`src/rtl/dpram_port_arbiter.sv`:
```
// Round-robin arbiter sharing one RAM port among NUM_REQ requesters, returning
// read data / write acks in issue order, tagged with the requester id.
module dpram_port_arbiter #(
  parameter int unsigned NUM_REQ    = 4,
  parameter int unsigned ADDR_W     = 8,
  parameter int unsigned DATA_W     = 8,
  parameter int unsigned RD_LATENCY = 1,
  localparam int unsigned ID_W      = $clog2(NUM_REQ)
) (
  input  logic                      clk,
  input  logic                      rst,
  input  logic [NUM_REQ-1:0]        req_valid,
  output logic [NUM_REQ-1:0]        req_ready,
  input  logic [NUM_REQ-1:0]        req_we,
  input  logic [NUM_REQ*ADDR_W-1:0] req_addr,
  input  logic [NUM_REQ*DATA_W-1:0] req_data,
  output logic                      ram_valid,
  input  logic                      ram_ready,
  output logic                      ram_we,
  output logic [ADDR_W-1:0]         ram_addr,
  output logic [DATA_W-1:0]         ram_data,
  input  logic [DATA_W-1:0]         ram_q,
  output logic                      resp_valid,
  output logic [ID_W-1:0]           resp_id,
  output logic                      resp_we,
  output logic [DATA_W-1:0]         resp_q
);

  typedef enum logic {IDLE = 1'b0, ISSUE = 1'b1} state_t;

  state_t          state, state_nxt;
  logic [ID_W-1:0] ptr, ptr_nxt;
  logic [ID_W-1:0] buf_id, buf_id_inc;
  logic [ID_W-1:0] arb_ptr, grant_id;
  logic            grant_any, handshake, can_accept, load;

  logic [RD_LATENCY-1:0] pipe_valid;
  logic [RD_LATENCY-1:0] pipe_we;
  logic [ID_W-1:0]       pipe_id [RD_LATENCY];

  // Modular add that wraps by compare, so non-power-of-two NUM_REQ works.
  function automatic logic [ID_W-1:0] wrap_add(input logic [ID_W-1:0] base,
                                               input int unsigned off);
    int unsigned sum;
    sum = 32'(base) + off;
    if (sum >= NUM_REQ) sum = sum - NUM_REQ;
    return ID_W'(sum);
  endfunction

  assign ram_valid  = (state == ISSUE);
  assign handshake  = ram_valid && ram_ready;
  assign buf_id_inc = wrap_add(buf_id, 1);
  // A handshake frees the buffer this cycle, so arbitration already sees the advanced pointer.
  assign arb_ptr    = handshake ? buf_id_inc : ptr;
  assign can_accept = !rst && ((state == IDLE) || handshake);

  // First requesting slot at or after arb_ptr, wrapping around.
  always_comb begin
    grant_any = 1'b0;
    grant_id  = '0;
    for (int unsigned off = 0; off < NUM_REQ; off++) begin
      if (!grant_any && req_valid[wrap_add(arb_ptr, off)]) begin
        grant_any = 1'b1;
        grant_id  = wrap_add(arb_ptr, off);
      end
    end
  end

  always_comb begin
    state_nxt = state;
    ptr_nxt   = ptr;
    req_ready = '0;
    load      = 1'b0;
    if (handshake) begin
      ptr_nxt   = buf_id_inc;
      state_nxt = IDLE;
    end
    if (can_accept && grant_any) begin
      req_ready[grant_id] = 1'b1;
      load                = 1'b1;
      state_nxt           = ISSUE;
    end
  end

  always_ff @(posedge clk) begin
    if (rst) begin
      state <= IDLE;
      ptr   <= '0;
    end else begin
      state <= state_nxt;
      ptr   <= ptr_nxt;
    end
  end

  // Issue buffer drives the RAM port directly; held until the handshake.
  always_ff @(posedge clk) begin
    if (rst) begin
      ram_we   <= 1'b0;
      ram_addr <= '0;
      ram_data <= '0;
      buf_id   <= '0;
    end else if (load) begin
      ram_we   <= req_we[grant_id];
      ram_addr <= req_addr[grant_id*ADDR_W +: ADDR_W];
      ram_data <= req_data[grant_id*DATA_W +: DATA_W];
      buf_id   <= grant_id;
    end
  end

  // Latency pipe: the last stage lines up with ram_q for the matching read.
  always_ff @(posedge clk) begin
    if (rst) begin
      pipe_valid <= '0;
      pipe_we    <= '0;
      for (int unsigned i = 0; i < RD_LATENCY; i++) pipe_id[i] <= '0;
    end else begin
      pipe_valid[0] <= handshake;
      pipe_we[0]    <= ram_we;
      pipe_id[0]    <= buf_id;
      for (int unsigned i = 1; i < RD_LATENCY; i++) begin
        pipe_valid[i] <= pipe_valid[i-1];
        pipe_we[i]    <= pipe_we[i-1];
        pipe_id[i]    <= pipe_id[i-1];
      end
    end
  end

  assign resp_valid = pipe_valid[RD_LATENCY-1];
  assign resp_id    = resp_valid ? pipe_id[RD_LATENCY-1] : '0;
  assign resp_we    = resp_valid && pipe_we[RD_LATENCY-1];
  assign resp_q     = (resp_valid && !resp_we) ? ram_q : '0;

endmodule

```
`config.mk`:
```
export PLATFORM = sky130hd
export DESIGN_NAME = dpram_port_arbiter
export DESIGN_NICKNAME = d
export VERILOG_FILES = /design/src/rtl/dpram_port_arbiter.sv
export SDC_FILE = /design/constraint.sdc
export NUM_CORES = 1
export LEC_CHECK = 0
export CAP_MARGIN = 40
export CORE_MARGIN = 2
export CORE_UTILIZATION = 38
export CTS_CLUSTER_SIZE = 40
export DETAILED_ROUTE_END_ITERATION = 8
export HOLD_SLACK_MARGIN = 0.06
export PLACE_DENSITY = 0.91
export SLEW_MARGIN = 15
export SYNTH_ARGS = -nofsm -noshare
export SYNTH_HDL_FRONTEND = slang
export SYNTH_SLANG_ARGS = --single-unit
```
`constraint.sdc`:
```
create_clock -name clk -period 4.75 [get_ports clk]
set_clock_uncertainty 0.1 [all_clocks]
set_input_delay 0.95 -clock clk [delete_from_list [all_inputs] [get_ports clk]]
set_output_delay 0.95 -clock clk [all_outputs]
set_load 0.1 [all_outputs]
```
=== Word level (Yosys, flattened, before mapping) ===
Memory sizes are Yosys's and may differ from the RTL's.
Index checks and enable logic that the tools add are counted.

* Add/subtract/negate cells: 9
* Order comparisons: 11
* Shift operators: 2
* Muxes and demuxes: 37
* Bitwise gates (word level): 1
* Reductions and logical operators: 17

{| class="wikitable"
|+ Operators by type and width
! operator !! number
|-
| variable part select 32 x 6 -> 8 bit || 2
|-
| 2-to-1 mux 2 bit || 12
|-
| 2-to-1 mux 1 bit || 17
|-
| < comparator 2 x 3 -> 1 bit (second input constant) || 5
|-
| greater-or-equal comparator 3 bit (second input constant) || 4
|-
| binary-select mux 1 bit (select 2 bit) || 5
|-
| subtractor 2 x 1 -> 2 bit (second input constant) || 5
|-
| logical AND 1 bit || 9
|-
| 2-to-1 mux 8 bit || 1
|-
| adder 2 x 1 -> 3 bit (second input constant) || 2
|-
| adder 2 x 2 -> 3 bit (second input constant) || 2
|-
| zero test 1 bit || 5
|-
| 2-to-1 mux 4 bit || 1
|-
| greater-or-equal comparator 2 x 3 -> 1 bit (second input constant) || 1
|-
| demux 1 bit (select 2 bit) || 1
|-
| greater-or-equal comparator 2 x 1 -> 1 bit (second input constant) || 1
|-
| nonzero test 2 bit || 1
|-
| OR reduction 2 bit || 1
|-
| logical OR 1 bit || 1
|-
| inverter 1 bit || 1
|}

* Bits in registers: 24
* RAM bits: 2
* Logic and storage cells: 86
* Memories: 1

{| class="wikitable"
|+ Memories
! memory !! words !! bits a word !! read ports !! clocked after memory_dff !! wr ports !! line !! RTL
|-
| pipe_id || 1 || 2 || 1 || 0 || 1 || 39 || <nowiki>logic [ID_W-1:0] pipe_id [RD_LATENCY];</nowiki>
|}

=== Depth between registers and ports, before layout ===
Gate-level depths: netlist of the first run.

* Depth in word-level cells: 23
* Mapped depth: 8
* Depth with buffers taken out: 6

=== Worst setup path before layout of the first run ===
Ideal clock, no wire load.

* Kind: reg2out
* From: reg state (netlist: ram_valid)
* To: out req_ready[2]
* Arrival: 3.583 ns
* Data required time: 3.700 ns
* Setup slack: 0.117 ns
* Stages on the path, launching flop included: 7
* Cell sequence: dfxtp_1 -> nand2_1 -> mux2i_1 -> a221oi_4 -> nand2_1 -> clkbuf_1 -> nor2_1

* Cells in the longest elaborated chain, start to end: 21

{| class="wikitable"
|+ RTL lines
! what !! line !! RTL
|-
| start: declaration || 31 || <nowiki>state_t state, state_nxt;</nowiki>
|-
| start signal: assignment || 90 || <nowiki>state <= state_nxt;</nowiki>
|-
| parallel branches: the longest is 20 deep, another holds adder 2 x 1 -> 3 bit || n/a ||
|-
| 2-to-1 mux 4 bit (*) || 78 || <nowiki>if (can_accept && grant_any) begin</nowiki>
|-
| end: declaration || 13 || <nowiki>output logic [NUM_REQ-1:0] req_ready,</nowiki>
|}

Mark *: on every way between the ends. The select of a mux whose other input is x is not followed.

=== Worst setup path after layout of the first run ===
* From: in ram_ready
* To: out req_ready[1]

* Cells in the longest elaborated chain, start to end: 21

{| class="wikitable"
|+ RTL lines
! what !! line !! RTL
|-
| start: declaration || 18 || <nowiki>input logic ram_ready,</nowiki>
|-
| logical AND 1 bit (*) || 51 || <nowiki>assign handshake = ram_valid && ram_ready;</nowiki>
|-
| parallel branches: the longest is 19 deep, another holds adder 2 x 1 -> 3 bit || n/a ||
|-
| 2-to-1 mux 4 bit (*) || 78 ||
|}

Marks and branches as above.

==> results.md, run 1 <==
* Type of the worst setup path: input port to output pin
* Post-synthesis mux area share at 0.141
* CTS sink count at 26
* Hold Crit Depth at 2
* CTS tree: done
* Post-CTS sizing at 0
* Area of the multi-input gates at 1070 sq um
* Arithmetic-cell share of the synthesized area counting full adders, half adders and majority gates at 0
* Final Net Count at 406
* Total nets after synthesis at 269
* Global-route wire length before repair at 9530 um
* Final antenna diode count at 0
* Required @ worst endpoint at 3.70 ns
* Max-Cap Viols at 0
* Detailed-placement wirelength estimate at 4640 um
* Count of state elements after synthesis at 26
* Post-synthesis instance area at 1660 sq um
* Final critical-path share of the clock period at 0.882
* Final RePlAce weighted congestion at 0.841
* Layout-stage area growth over the synthesis result at 98.0%
* Crit path arrival time at 3.14 ns
* Basic-gate share of the synthesized area counting and, or, nand and nor cells at 0.217
* Parity-gate share of the synthesized area counting xor and xnor cells at 0.00526
* Share of the synthesized area in compound gates (AO/OA/AOI/OAI) at 0.278
* Number of instances in the synthesized netlist at 186
* Cell taking the most area after synthesis: sky130_fd_sc_hd__dfxtp_1
* Count of fill cells added during filler insertion at 282
* Boundary pin count at 117
* Synth area leaders: sky130_fd_sc_hd__dfxtp_1, sky130_fd_sc_hd__mux2i_1, sky130_fd_sc_hd__nand2_1, sky130_fd_sc_hd__and2_1, sky130_fd_sc_hd__o221ai_1
* Largest net degree at the start of global routing at 27
* Number of global-route vias before repair at 2060
* RSZ-0062 raised after global routing: false
* Core ar. at 4290 sq um
* Maximum VDD drop at 0.164 mV
* Number of buffers inserted during clock tree synthesis at 3
* Initial Util at 0.388
* Initial antenna violation count at 0
* Mean post-synth cell area at 8.95 sq um
* Ys Warns at 0
* Sequential cell area at 520 sq um
* Total wirelength of the detailed-routed design at 5670 um
* Worst Reg-to-Reg Cells at 7
* Detail-routed via count per cell at 5.32
* Root Buffer Master: sky130_fd_sc_hd__clkbuf_8
* Final hold violations at 0
* Achievable frequency at 239 MHz
* Share of cells above drive strength 1 at 0.168
* Post-Layout Inst Area at 3290 sq um
* Post-CTS setup-driven buffer insertion count at 0
* Primary FF master, synth: sky130_fd_sc_hd__dfxtp_1
* Worst min-delay path category: flop to flop
* Number of pins exceeding their max-slew limit in the final report at 0
* Distinct cell type count of the synthesized netlist at 42
* Y dimension of the die at 70.2 um
* Run status: completed
* Final setup viols at 0
* Most frequent cells after synthesis: sky130_fd_sc_hd__dfxtp_1, sky130_fd_sc_hd__nand2_1, sky130_fd_sc_hd__mux2i_1
* Proportion of netlist area held by the largest area contributor at 0.313
* Post-detailed-route count of antenna-violating nets at 0
* Slew at the pin closest to its max-slew limit at 0.658 ns
* Iter 0 DRT Violations at 128
* Clock-pin slew on the worst setup and hold paths at 0.09 ns
* Total leakage power at 1.36 nW
* Cell with the most instances after synthesis: sky130_fd_sc_hd__dfxtp_1
* DRC violations left at 0
* Worst-Skew Late Latency at 0.27 ns
* Pwr Density at 279 nW/um^2
* Largest family of logic cells by synthesized area: compound AO/OA/AOI/OAI gates
* Post-synthesis sequential area ratio at 0.313
* Cell area after placement at 3240 sq um
* Die area at 4920 sq um
* Post-layout min period at 4.19 ns
* Clock Tree Buf Depth at 2
* Width of the die at 70.2 um
* Wire length per cell at 15.2 um
* Global-route total usage across every layer at 0.237
* Total iterations of the first detailed-routing run at 4
* Hold-fix buffer count after cts at 0
* Kind of capture point of the worst setup path: output pin
* Share of async-settable or async-resettable flops after synthesis at 0
* # port buffers at 116
* Vias after detailed routing at 1989
* H-tree depth at 1
* Remaining global-route overflow at 0
* Std cell rows at 24
* Total negative slack for setup checks at 0 ns
* Number of synthesized flops with an enable pin at 0
* Relative slew slack at 0.559
* Crit Path Max Fanout at 9
* Nature of the critical path startpoint: input port
-- state kept, by name, indices dropped and copies added, names as in the netlist --
register / flops
resp_valid: 1
ram_valid: 1
pipe_we: 1
ram_addr: 8
pipe_id: 2
ram_data: 8
ram_we: 1
ptr: 2
buf_id: 2
-- stage by stage --
stage | utilization | instances | total power [mW] | hold WS (ns) | setup slack (ns)
4_1_cts | 0.767 | 374 | 0.920 | 0.377 | 0.564
2_1_floorplan | - | 186 | 0.559 | 0.494 | 0.117
3_3_place_gp | 0.672 | 348 | 0.701 | 0.342 | 0.650
6_report | 0.767 | 374 | 0.918 | 0.370 | 0.559
3_5_place_dp | 0.754 | 370 | 0.778 | 0.351 | 0.586
5_1_grt | 0.767 | 374 | 0.953 | 0.408 | 0.397
-- per-layer routing --
metal / GRT usage / routed length (um) / up-vias
met5: 0 / 0 / -
met2: 0.438 / 2850 / 114
met3: 0.0462 / 454 / 8
met4: 0.0662 / 93 / 0
li1: - / - / 970
met1: 0.275 / 2280 / 897
-- cell usage in the layout (no fill, tap or decap), types with 2 or more instances in the layout --
| cell | count |
|---|---|
| sky130_fd_sc_hd__nor2_1 | 16 |
| sky130_fd_sc_hd__mux2_2 | 3 |
| sky130_fd_sc_hd__mux2i_1 | 19 |
| sky130_fd_sc_hd__a2111oi_1 | 7 |
| sky130_fd_sc_hd__buf_4 | 13 |
| sky130_fd_sc_hd__nand2_1 | 22 |
| sky130_fd_sc_hd__dfxtp_1 | 26 |
| sky130_fd_sc_hd__clkbuf_8 | 4 |
| sky130_fd_sc_hd__o221ai_1 | 9 |
| sky130_fd_sc_hd__buf_16 | 2 |
| sky130_fd_sc_hd__inv_1 | 3 |
| sky130_fd_sc_hd__o211ai_1 | 2 |
| sky130_fd_sc_hd__nand2b_1 | 2 |
| sky130_fd_sc_hd__nor2b_1 | 7 |
| sky130_fd_sc_hd__a21oi_1 | 9 |
| sky130_fd_sc_hd__o2bb2ai_1 | 7 |
| sky130_fd_sc_hd__buf_8 | 20 |
| sky130_fd_sc_hd__buf_12 | 4 |
| sky130_fd_sc_hd__clkdlybuf4s50_1 | 104 |
| sky130_fd_sc_hd__a211oi_1 | 7 |
| sky130_fd_sc_hd__and2_1 | 13 |
-- logic make-up (layout without fill, tap and decap cells) --
| kind of cell | after synthesis | after routing |
|---|---|---|
| buf+inv | 14 | 150 |
| flops | 26 | 26 |
| simple gates | 69 | 69 |
| compound gates | 53 | 53 |
| mux | 23 | 23 |
| xor+xnor | 1 | 1 |
-- area by class of cell --
class | count | share of cell area
timing repair buffer | 143 | 0.478
multi-input combinational | 146 | 0.324
sequential | 26 | 0.158
tap | 52 | 0.0197
clock buffer | 4 | 0.0167
inverter | 3 | 0.00342
-- critical path, stage by stage --
cell	delay [ns]
sky130_fd_sc_hd__clkdlybuf4s50_1	0.48
sky130_fd_sc_hd__nand2_1	0.26
sky130_fd_sc_hd__mux2i_1	0.41
sky130_fd_sc_hd__a221o_1	0.44
sky130_fd_sc_hd__nand2_1	0.16
sky130_fd_sc_hd__nor2_1	0.22
sky130_fd_sc_hd__buf_12	0.21
-- final timing paths --
| kind | start | to | slack [ns] |
|---|---|---|---|
| worst max-delay path | ram_ready | req_ready[1] | 0.56 |
| worst min-delay path | ram_addr[3]$_SDFFE_PP0P_ | ram_addr[3]$_SDFFE_PP0P_ | 0.37 |
| worst max register to register | ptr[1]$_SDFF_PP0_ | ram_we$_SDFFE_PP0P_ | 2.17 |
| worst min register to register | ram_addr[3]$_SDFFE_PP0P_ | ram_addr[3]$_SDFFE_PP0P_ | 0.37 |
-- report_power, final --
part,internal (mW),switching [mW],total (mW)
clock,0.0741,0.0700,0.144
combinational,0.221,0.292,0.513
sequential,0.243,0.0177,0.261
Power figures use the tool's default switching activity.
==> inputs of run 2 (changes only) <==
--- a/config.mk
+++ b/config.mk
@@ -11,6 +11,7 @@
 export CTS_CLUSTER_SIZE = 40
 export DETAILED_ROUTE_END_ITERATION = 8
 export HOLD_SLACK_MARGIN = 0.06
+export MAX_ROUTING_LAYER = met4
 export PLACE_DENSITY = 0.91
 export SLEW_MARGIN = 15
 export SYNTH_ARGS = -nofsm -noshare
==> run 2 against run 1 <==
Sequential power hardly changed. Sequential cell count stayed put. Routed wire length is 3.9% higher. Cell count is 0.27% lower. Core utilization down 0.32 points. Worst hold slack got worse by 0.0029 ns. First-iteration DRC count is 31% lower. Worst setup slack got worse by 0.048 ns. Sequential share of layout area rose by 0.066 points. Critical path type unchanged.
==> results.md, run 2 (synthesized netlist as in run 1, its figures left out) <==
* Total negative slack for setup checks at 0 ns (unchanged)
* Run status: completed
* Number of non-filler instances in the completed layout at 373 (-0.27%)
* Crit Path Max Fanout at 9 (unchanged)
* DRC violations left at 0 (unchanged)
* Final RePlAce weighted congestion at 0.847 (+0.71%)
* Clock-pin slew on the worst setup and hold paths at 0.09 ns (about the same)
* Hold-fix buffer count after cts at 0 (unchanged)
* Total leakage power at 1.35 nW (-0.53%)
* Global-route wire length before repair at 9610 um (+0.87%)
* Post-Layout Inst Area at 3280 sq um (-0.42%)
* Critical path startpoint: ram_ready
* Post-layout min period at 4.24 ns (+0.0475 ns)
* Share of cells above drive strength 1 at 0.165 (-0.00259)
* Area of the multi-input gates at 1070 sq um (unchanged)
* Detail-routed via count per cell at 5.47 (+2.9%)
* Delay of the slowest cell on the worst path at 0.47 ns (about the same)
* Hold Crit Depth at 2 (unchanged)
* Final Net Count at 406 (unchanged)
* Width of the die at 70.2 um (unchanged)
* Layout-stage area growth over the synthesis result at 97.1%
* H-tree depth at 1 (unchanged)
* Number of buffers inserted during clock tree synthesis at 3 (unchanged)
* Total instance count after detailed placement at 370 (unchanged)
* Maximum VDD drop at 0.180 mV (+9.7%)
* Worst-Skew Late Latency at 0.27 ns (about the same)
* Family of cells with the greatest summed delay on the critical path: compound AO/OA/AOI/OAI gates
* Pwr Total at 0.905 mW (-1.4%)
* Detailed-placement wirelength estimate at 4770 um (+2.8%)
* Terminating pin of the worst hold path: ram_addr[3]$_SDFFE_PP0P_
* Slew at the pin closest to its max-slew limit at 0.619 ns (-0.0395 ns)
* Initial antenna violation count at 0 (unchanged)
* Clock Tree Buf Depth at 2 (unchanged)
* Boundary pin count at 117 (unchanged)
* Count of fill cells added during filler insertion at 289 (+2.5%)
* Initial Util at 0.388 (unchanged)
* Crit path arrival time at 3.19 ns (+0.05 ns)
* Total wirelength of the detailed-routed design at 5890 um (+3.9%)
* Largest net degree at the start of global routing at 27 (unchanged)
* Most common cell after layout, fill and taps aside: sky130_fd_sc_hd__clkdlybuf4s50_1
* Achievable frequency at 236 MHz (-1.1%)
* Post-placement setup slack at 0.561 ns (-0.0253 ns)
* Vias after detailed routing at 2041 (+2.6%)
* Worst Reg-to-Reg Cells at 7 (unchanged)
* Final design utilization at 0.764 (-0.00320)
* Max-Cap Viols at 0 (unchanged)
* Wire length per cell at 15.8 um (+4.2%)
* RSZ-0062 raised after global routing: false
* Remaining global-route overflow at 0 (unchanged)
* Reg-to-reg slack, setup at 2.17 ns (about the same)
* Leading registers by flop count: ram_addr x8, ram_data x8
* Die area at 4920 sq um (unchanged)
* Worst min-delay path category: flop to flop
* Most used cells in the layout excluding fill and tap cells: sky130_fd_sc_hd__clkdlybuf4s50_1, sky130_fd_sc_hd__dfxtp_1, sky130_fd_sc_hd__nand2_1, sky130_fd_sc_hd__buf_8, sky130_fd_sc_hd__mux2i_1
* Number of global-route vias before repair at 2126 (+3.2%)
* Post-CTS sizing at 0 (unchanged)
* Slowest cell on crit path: sky130_fd_sc_hd__clkdlybuf4s50_1
* Number of pins exceeding their max-slew limit in the final report at 0 (unchanged)
* Total iterations of the first detailed-routing run at 5 (+1)
* Final setup viols at 0 (unchanged)
* Final antenna diode count at 0 (unchanged)
* Pwr Density at 276 nW/um^2 (-0.95%)
* CTS tree: done
* Global-route total usage across every layer at 0.246 (+0.00955)
* Core ar. at 4290 sq um (unchanged)
* Worst path cell trace: clkdlybuf4s50_1 -> and2_1 -> o32ai_1 -> a221o_1 -> nand2_1 -> nor2_1 -> buf_12
* Y dimension of the die at 70.2 um (unchanged)
* Sequential cell area at 520 sq um (unchanged)
* Cell area after placement at 3240 sq um (unchanged)
* # port buffers at 116 (unchanged)
* Launch point of the worst hold path: ram_addr[3]$_SDFFE_PP0P_
* Setup ws final at 0.511 ns (-0.0475 ns)
* Count of buffer and inverter cells on the critical path at 2 (unchanged)
* CTS sink count at 26 (unchanged)
* Std cell rows at 24 (unchanged)
* Critical path depth at 7 (unchanged)
* Final hold violations at 0 (unchanged)
* Final critical-path share of the clock period at 0.892 (+0.0100)
* Post-CTS setup-driven buffer insertion count at 0 (unchanged)
* Post-detailed-route count of antenna-violating nets at 0 (unchanged)
* Required @ worst endpoint at 3.70 ns (about the same)
* Relative slew slack at 0.586 (+0.0264)
* Root Buffer Master: sky130_fd_sc_hd__clkbuf_8
* Nature of the critical path startpoint: input port
* Source of the worst register-to-register timing path: ptr[1]$_SDFF_PP0_
* Kind of capture point of the worst setup path: output pin
* Destination of the worst register-to-register timing path: ram_we$_SDFFE_PP0P_
* Hold WS at 0.368 ns (-0.00289 ns)
* Type of the worst setup path: input port to output pin
* Iter 0 DRT Violations at 88 (-31%)
[run 2: cell types whose count changed in the layout (fill, tap and decap cells not counted), sizes merged]
cell / before / now
clkbuf: 4 / 3
[run 2: routing by layer]
| layer | global-route usage | vias up | share of wire |
|---|---|---|---|
| met4 | 0.0684 | 0 | 0.018 |
| li1 | - | 970 | - |
| met5 | - | - | 0 |
| met1 | 0.270 | 953 | 0.39 |
| met3 | 0.0476 | 10 | 0.072 |
| met2 | 0.452 | 108 | 0.52 |
[run 2: layout make-up]
class,count,share of cell area
inverter,3,0.00343
multi-input combinational,146,0.326
timing repair buffer,143,0.480
clock buffer,3,0.0126
tap,52,0.0198
sequential,26,0.159
[run 2: worst max-delay path by stage]
| stage | endpoint | slack, ns |
|---|---|---|
| after floorplan | req_ready[2] | 0.12 |
| after global placement | req_ready[1] | 0.65 |
| after detailed placement | req_ready[1] | 0.56 |
| after CTS | req_ready[1] | 0.54 |
| after global routing | req_ready[1] | 0.43 |
| final | req_ready[1] | 0.51 |
[run 2: worst register-to-register path: stages, from the launching register on]
cell	delay [ns]
sky130_fd_sc_hd__dfxtp_1	0.45
sky130_fd_sc_hd__mux2_1	0.34
sky130_fd_sc_hd__a21oi_1	0.26
sky130_fd_sc_hd__a22oi_4	0.14
sky130_fd_sc_hd__nand2_4	0.18
sky130_fd_sc_hd__buf_4	0.37
sky130_fd_sc_hd__mux2_2	0.41
sky130_fd_sc_hd__o221a_1	0.24
[run 2: power breakdown]
group,switching [mW],internal [mW]
clock,0.0729,0.0570
combinational,0.294,0.221
sequential,0.0173,0.243
